### config.mk
export PLATFORM = sky130hd
export DESIGN_NAME = sync_fifo_param
export DESIGN_NICKNAME = d
export VERILOG_FILES = /design/src/rtl/sync_fifo_param.sv
export SDC_FILE = /design/constraint.sdc
export NUM_CORES = 1
export LEC_CHECK = 0
export ABC_AREA = 1
export CAP_MARGIN = 25
export CORE_MARGIN = 2
export CORE_UTILIZATION = 50
export DETAILED_ROUTE_END_ITERATION = 10
export GPL_TIMING_DRIVEN = 0
export PLACE_DENSITY = 0.69
export REMOVE_ABC_BUFFERS = 1
export SKIP_LAST_GASP = 1
export SLEW_MARGIN = 5
export SYNTH_ARGS = -nofsm -noshare
export SYNTH_HDL_FRONTEND = slang
export SYNTH_SLANG_ARGS = --single-unit
### constraint.sdc
create_clock -name clk -period 4.95 [get_ports clk]
set_clock_uncertainty 0.15 [all_clocks]
set_input_delay 0.7425 -clock clk [delete_from_list [all_inputs] [get_ports clk]]
set_output_delay 0.7425 -clock clk [all_outputs]
set_load 0.05 [all_outputs]
### src/rtl/sync_fifo_param.sv
// Parametrised single-clock FIFO with any-integer depth, almost-full/empty thresholds,
// occupancy count, flush and sticky error flags. Define FIFO_FWFT_EN for first-word-fall-through reads.
module sync_fifo_param #(
    parameter int unsigned DATA_W       = 8,
    parameter int unsigned DEPTH        = 16,
    parameter int unsigned ALM_FULL_TH  = DEPTH - 2,
    parameter int unsigned ALM_EMPTY_TH = 2
) (
    input  logic                         clk,
    input  logic                         rst,
    input  logic                         i_flush,
    input  logic                         i_wren,
    input  logic [DATA_W-1:0]            i_wrdata,
    input  logic                         i_rden,
    output logic [DATA_W-1:0]            o_rddata,
    output logic                         o_rdvalid,
    output logic                         o_full,
    output logic                         o_empty,
    output logic                         o_alm_full,
    output logic                         o_alm_empty,
    output logic [$clog2(DEPTH+1)-1:0]   o_count,
    input  logic                         i_clr_err,
    output logic                         o_overflow,
    output logic                         o_underflow
);

    localparam int unsigned CNT_W = $clog2(DEPTH + 1);
    localparam int unsigned PTR_W = $clog2(DEPTH);

    logic [DATA_W-1:0] mem_q [DEPTH];

    logic [PTR_W-1:0] wr_ptr_q, wr_ptr_d;
    logic [PTR_W-1:0] rd_ptr_q, rd_ptr_d;
    logic [CNT_W-1:0] count_q, count_d;
    logic             full_q, full_d;
    logic             empty_q, empty_d;
    logic             alm_full_q, alm_full_d;
    logic             alm_empty_q, alm_empty_d;
    logic             ovf_q, ovf_d;
    logic             unf_q, unf_d;
    logic             rd_acc, wr_acc;

    // Pointers wrap explicitly at DEPTH-1 so non power-of-two depths work.
    function automatic logic [PTR_W-1:0] ptr_inc(input logic [PTR_W-1:0] p);
        return (p == PTR_W'(DEPTH - 1)) ? '0 : p + PTR_W'(1);
    endfunction

    // Accept decisions, next pointers, count, flags and sticky errors.
    always_comb begin
        rd_acc   = 1'b0;
        wr_acc   = 1'b0;
        wr_ptr_d = wr_ptr_q;
        rd_ptr_d = rd_ptr_q;
        count_d  = count_q;
        ovf_d    = ovf_q & ~i_clr_err;
        unf_d    = unf_q & ~i_clr_err;

        if (i_flush) begin
            wr_ptr_d = '0;
            rd_ptr_d = '0;
            count_d  = '0;
        end else begin
            rd_acc = i_rden & ~empty_q;
            wr_acc = i_wren & (~full_q | rd_acc);
            if (rd_acc) rd_ptr_d = ptr_inc(rd_ptr_q);
            if (wr_acc) wr_ptr_d = ptr_inc(wr_ptr_q);
            unique case ({wr_acc, rd_acc})
                2'b10:   count_d = count_q + CNT_W'(1);
                2'b01:   count_d = count_q - CNT_W'(1);
                default: count_d = count_q;
            endcase
            // A same-cycle set wins over the clear.
            if (i_wren & full_q & ~rd_acc) ovf_d = 1'b1;
            if (i_rden & empty_q)          unf_d = 1'b1;
        end

        full_d      = (count_d == CNT_W'(DEPTH));
        empty_d     = (count_d == '0);
        alm_full_d  = (count_d >= CNT_W'(ALM_FULL_TH));
        alm_empty_d = (count_d <= CNT_W'(ALM_EMPTY_TH));
    end

    always_ff @(posedge clk or posedge rst) begin
        if (rst) begin
            wr_ptr_q    <= '0;
            rd_ptr_q    <= '0;
            count_q     <= '0;
            full_q      <= 1'b0;
            empty_q     <= 1'b1;
            alm_full_q  <= 1'b0;
            alm_empty_q <= 1'b1;
            ovf_q       <= 1'b0;
            unf_q       <= 1'b0;
        end else begin
            wr_ptr_q    <= wr_ptr_d;
            rd_ptr_q    <= rd_ptr_d;
            count_q     <= count_d;
            full_q      <= full_d;
            empty_q     <= empty_d;
            alm_full_q  <= alm_full_d;
            alm_empty_q <= alm_empty_d;
            ovf_q       <= ovf_d;
            unf_q       <= unf_d;
        end
    end

    // Storage is intentionally not reset.
    always_ff @(posedge clk) begin
        if (wr_acc) mem_q[wr_ptr_q] <= i_wrdata;
    end

`ifdef FIFO_FWFT_EN
    // Head word is presented directly; forced to zero while empty.
    assign o_rddata  = empty_q ? '0 : mem_q[rd_ptr_q];
    assign o_rdvalid = ~empty_q;
`else
    logic [DATA_W-1:0] rddata_q, rddata_d;
    logic              rdvalid_q, rdvalid_d;

    always_comb begin
        rddata_d  = rddata_q;
        rdvalid_d = rd_acc;
        if (rd_acc) rddata_d = mem_q[rd_ptr_q];
    end

    always_ff @(posedge clk or posedge rst) begin
        if (rst) begin
            rddata_q  <= '0;
            rdvalid_q <= 1'b0;
        end else begin
            rddata_q  <= rddata_d;
            rdvalid_q <= rdvalid_d;
        end
    end

    assign o_rddata  = rddata_q;
    assign o_rdvalid = rdvalid_q;
`endif

    assign o_full      = full_q;
    assign o_empty     = empty_q;
    assign o_alm_full  = alm_full_q;
    assign o_alm_empty = alm_empty_q;
    assign o_count     = count_q;
    assign o_overflow  = ovf_q;
    assign o_underflow = unf_q;

endmodule

==> results.cfg, run 1 <==
[outcome]
status = completed

[timing]
hold_viol_final = 0
fin_ws_ns = 2.05
fin_crit_ns = 2.90
relSlewSlack_pct = 40.4
rsz0062_at_grt = false
fmax_mhz = 345
slew_viol_final = 0
finalSetupViolCount = 0
setup-tns-final_ns = 0
tightest_slew_ns = 0.891
min_period_over_period_pct = 58.6

[synthesis]
synth_edf_count = 128
ys_types = 26
synthCells = 603
synth-seq-area-share_pct = 69.3
netlist_top_cells_area = edfxtp_1 (59%), dfrtp_1 (9.9%), nand2_1 (9.8%)
synth-main-ff-cell = edfxtp_1
async_flop_share_pct = 17.9
synth_seq_cells = 156
syn_avg_cell_area_sq_um = 10.9
yosysWarningCount = 0
yosys.area.top_type_share_pct = 58.5
synth_top_area_cell = edfxtp_1
synthesis.area_sq_mm = 0.00657

[power]
switching_share_pct = 33.6
p_clk_share_pct = 29.9
pwr_density_cell_mw_per_mm2 = 496
combPwrFrac_pct = 27.3
seq_power_share_pct = 42.8
power.internal_mw = 2.50
ir_drop_v = 0.000340
power_switching_mw = 1.26
p_leak_nw = 2.95

[cts]
clk_pin_slew_ns = 0.06
ctsResizeCount = 0
cts_tree = built
htree_num_levels = 4
cts_setup_buffers = 0
cts_sinks = 156
cts-buffers-inserted = 17
cts_root_buf = clkbuf_16
cts_hold_buf = 0
clockBufferDepth = 2
clk_latency_ns = 0.42

[worst_setup_path]
crit_path_cell_trace = clkdlybuf4s50_1, nand2_2, nand2_1, nand2_1, ha_1, nand2_1, inv_1, nor2_2, ha_1, nor2_1, nor2_1, nand2_2, nand2_1, a21oi_1, nand2_1, nor2_1
cp.buffers_inverters = 2
cp_max_fo = 6
crit_family = simple AND/OR/NAND/NOR gates
worst_ep_arrival_time_ns = 3.10
setup.worst_path.end_class = register
cp_common_cell = nand2_1
cpMaxStageDelayCell = clkdlybuf4s50_1
cp-start-kind = input pin
path_class = input pin to register
cp.required_ns = 5.15
cp_slowest_stage_delay_ns = 0.45

[placement]
placedCellCount = 791
place_area_sq_mm = 0.00706
pre_cts_ws_ns = 1.61
dpl.hpwl_um = 8890
port_buffers = 33
gp_congestion = 0.800

[hold_path]
hp-class = register to register

[cells_and_area]
nFillCells = 1069
drive_gt1_share_pct = 7.21
stdcell_count = 824
fin_area_sq_mm = 0.00759
final_util_pct = 59.7
diodes = 0
area_growth_pct = 15.6
nNetsFinal = 661

[drt]
vias = 4457
ant_nets = 0
dr.pass1.iters = 5
drt_first_iter_violations = 461
drt_wl_total_um = 14000
post_drt_wl_per_cell_um = 16.9
drc = 0
vias_per_cell = 5.41

[global_routing]
track_usage_pct = 20.9
grt_most_used_layer = met2
grt_start_max_net_pins = 65
grt_use_met3_pct = 5.16
grt_overflow = 0
grt_pass1_vias = 4329
antenna_found_initial = 0
grt_pass1_wl_um = 22100
grtUsageMet1_pct = 26.7
use_met2_pct = 33.3

[floorplanning]
core_area_sq_mm = 0.0127
die_width_um = 119
start_util_pct = 51.6
dieArea_sq_mm = 0.0141
placementRows = 41
die_h_um = 119
io_pins = 34

[run]
cap_violations = 0
[synthesized netlist by cell type, types with 5 or more instances]
library cell	count
o21ai_1	5
a21oi_1	27
o21ai_0	42
ha_1	8
o22ai_1	16
nand2_1	171
dfrtp_1	26
inv_2	6
nand3_1	27
nor2_1	60
buf_2	14
inv_1	37
nor3_1	9
edfxtp_1	128
[worst paths after layout]
path,start,endpoint,slack [ns],cells past startpoint
max,i_rden,o_full$_DFF_PP0_,2.05,16
min,o_rddata[2]$_DFFE_PP0P_,o_rddata[2]$_DFFE_PP0P_,0.33,2
max reg2reg,o_empty$_DFF_PP1_,o_full$_DFF_PP0_,2.27,16
min reg2reg,o_rddata[2]$_DFFE_PP0P_,o_rddata[2]$_DFFE_PP0P_,0.33,2
max in group asynchronous,rst,o_alm_empty$_DFF_PP1_,3.48,3
min in group asynchronous,rst,rd_ptr_q[0]$_DFFE_PP0P_,0.57,2
[metal layers]
layer | vias up | part of all wire, % | routed length, um
li1 | 2123 | - | -
met1 | 2144 | 42 | 5910
met2 | 157 | 49 | 6780
met3 | 33 | 6.4 | 887
met4 | 0 | 2.7 | 380
met5 | - | 0 | 0
[metrics by stage]
stage	hold slack (ns)	power, mW
after floorplan	0.429	2.29
after global placement	0.312	2.61
after detailed placement	0.315	2.65
after CTS	0.331	3.77
after global routing	0.364	3.94
final	0.327	3.77
[cells by family after synthesis]
group	synth area share [%]
flops	69.3
xor+xnor	0.400
buf+inv	4.27
fa+ha+maj	1.52
simple gates	17.0
compound gates	7.51
[power by group through the flow]
stage               registers, mW  logic, mW  clock network (mW)
global placement             1.66      0.954                   0
floorplan                    1.84      0.444                   0
finish                       1.61       1.03                1.13
global route                 1.62       1.12                1.20
CTS                          1.61       1.02                1.14
detailed placement           1.64       1.01                   0
[flip-flops by register name, summed over array words and instances (netlist names), 4 cells and up]
name,flops
rd_ptr_q,4
o_rddata,8
wr_ptr_q,4
mem_q,128
o_count,5
[final cells by class]
type                    count  area, sq um  area share [%]
repair buffers             39          418            5.51
well taps                 172          215            2.84
flip-flops and latches    156         4550            59.9
inverters                  44          165            2.18
clock inverters             4         20.0           0.264
clock buffers              28          487            6.41
multi-input cells         381         1740            22.9
[placed cells by master, fill, tap and decap left out, types with 9 or more instances in the layout]
cell and instances:
inv_1 37, edfxtp_1 128, nand3_1 27, clkdlybuf4s50_1 33, o21ai_0 42, nor3_1 9
a21oi_1 27, o22ai_1 16, clkbuf_1 9, nor2_1 60, dfrtp_1 25, nand2_1 171
clkbuf_16 17
[worst reg2reg max path, stage by stage, from the launching register on]
cell and delay, ns:
dfstp_2 0.54, inv_1 0.05, nand2_2 0.11, nand2_1 0.08, nand2_1 0.19, ha_1 0.35, nand2_1 0.10, inv_1 0.09
nor2_2 0.05, ha_1 0.26, nor2_1 0.09, nor2_1 0.05, nand2_2 0.10, nand2_1 0.06, a21oi_1 0.12, nand2_1 0.09
nor2_1 0.10
No activity file was read; power rests on OpenSTA's default activity.
==> inputs of run 2 (changes only) <==
PLACE_DENSITY = 0.72   (was 0.69)
clock period = 2.4 ns   (was 4.95 ns; I/O delays follow)
==> results.cfg, run 2 (same netlist as run 1, synthesis figures left out) <==
[outcome]
status = completed

[cells_and_area]
final_common_cell = nand2_1
layout_common_cells = nand2_1 (162), edfxtp_1 (128), nor2_1 (51)
seqCellArea_sq_mm = 0.00455
multi_input_area_sq_mm = 0.00186
nNetsFinal = 668
area_growth_pct = 18.8
largest_reg_flops = 128
regMostFlops = mem_q
final_util_pct = 61.3
stdcell_count = 831
drive_gt1_share_pct = 13.1
nFillCells = 1024
diodes = 0

[timing]
fin_hold_ws_ns = 0.158
rsz0062_at_grt = true
finalSetupViolCount = 0
fmax_mhz = 423
min_period_over_period_pct = 98.4
fin_ws_ns = 0.0374
slew_viol_final = 0
hold_viol_final = 0
relSlewSlack_pct = 41.0
tightest_slew_ns = 0.882
fin_crit_ns = 2.36

[worst_setup_path]
cp.required_ns = 1.89
crit_path_cell_trace = buf_4, clkdlybuf4s50_1
cp_slowest_stage_delay_ns = 0.80
cp-start-kind = register
cpMaxStageDelayCell = clkdlybuf4s50_1
path_class = register to output port
setup.worst_path.end_class = output port
cp_max_fo = 2
worst_ep_arrival_time_ns = 1.85

[cts]
clk_latency_ns = 0.42
htree_num_levels = 4
cts_tree = built
cts_root_buf = clkbuf_16
clockBufferDepth = 2
cts_sinks = 156
cts_hold_buf = 0
clk_pin_slew_ns = 0.06
cts-buffers-inserted = 17

[global_routing]
grt_pass1_wl_um = 23200
grt_overflow = 0
track_usage_pct = 22.0
grt_start_max_net_pins = 65
grt_pass1_vias = 4471
antenna_found_initial = 0

[power]
p_leak_nw = 3.02
pwr_density_cell_mw_per_mm2 = 1040
power_mw = 8.08
ir_drop_v = 0.000604

[drt]
ant_nets = 0
drt_first_iter_violations = 435
vias = 4526
drt_wl_total_um = 14900
post_drt_wl_per_cell_um = 17.9
vias_per_cell = 5.45
dr.pass1.iters = 5
drc = 0

[hold_path]
hp-class = input pin to register

[placement]
dpl.hpwl_um = 9020
port_buffers = 33
gp_congestion = 0.855
pre_cts_ws_ns = -0.562
placedCellCount = 791

[floorplanning]
die_width_um = 119
io_pins = 34
placementRows = 41
core_area_sq_mm = 0.0127
start_util_pct = 51.6
dieArea_sq_mm = 0.0141
die_h_um = 119

[run]
cap_violations = 0
-- run 2: cell types whose count changed in the layout (fill, tap and decap cells not counted), moves of 3 or more --
cell / delta
nand3_1: -3
nand2_4: +3
nand2_1: -9
nor2_1: -9
clkbuf_1: -4
nor2_2: +7
nand3_2: +3
nand2_2: +6
buf_4: +8
-- run 2: per-layer routing --
layer | up-vias | global-route usage (%) | share of wire (%)
met4 | 0 | 10.0 | 2.7
met2 | 165 | 35.7 | 50
li1 | 2144 | - | -
met3 | 32 | 4.30 | 6.3
met1 | 2185 | 28.8 | 41
met5 | - | 0 | 0
-- run 2: critical path, delay by kind of cell, from the launching register on --
kind | cells | cell delay [ns]
DFF | 1 | 0.53
buffers and inverters | 2 | 0.91
-- run 2: through the flow --
step | cell area (sq um) | setup TNS (ns)
2_1_floorplan | 6450 | -3.79
3_3_place_gp | 7000 | -79.15
3_5_place_dp | 7060 | -61.26
4_1_cts | 7660 | -0.00861
5_1_grt | 7800 | -0.274
6_report | 7800 | 0
-- run 2: final cells by class --
type	count	share of cell area, %
sequential	156	58.3
timing repair buffer	46	5.90
clock inverter	6	0.449
tap	172	2.76
multi-input combinational	381	23.8
clock buffer	26	6.55
inverter	44	2.21
-- run 2: timing repair --
action	4_1_cts	5_1_grt
endpoints found under the setup margin	109	123
buffers inserted	3	5
pin swaps	1	7
gates resized for setup	7	32
-- run 2: worst paths after layout --
path,from,end,slack [ns],cells past startpoint
max in group asynchronous,rst,rd_ptr_q[1]$_DFFE_PP0P_,1.39,3
min,i_rden,o_underflow$_DFF_PP0_,0.16,3
min reg2reg,o_rddata[1]$_DFFE_PP0P_,o_rddata[1]$_DFFE_PP0P_,0.34,2
max reg2reg,o_empty$_DFF_PP1_,o_empty$_DFF_PP1_,0.04,18
max,o_empty$_DFF_PP1_,o_empty,0.04,2
min in group asynchronous,rst,o_underflow$_DFF_PP0_,0.19,2
-- run 2: power by group --
| group | total, mW | leakage (nW) | internal, mW | switching, mW |
|---|---|---|---|---|
| logic | 2.32 | 1.24 | 0.735 | 1.59 |
| clock network | 2.44 | 0.274 | 1.46 | 0.983 |
| registers | 3.31 | 1.51 | 3.12 | 0.197 |
| total | 8.08 | 3.02 | 5.31 | 2.77 |
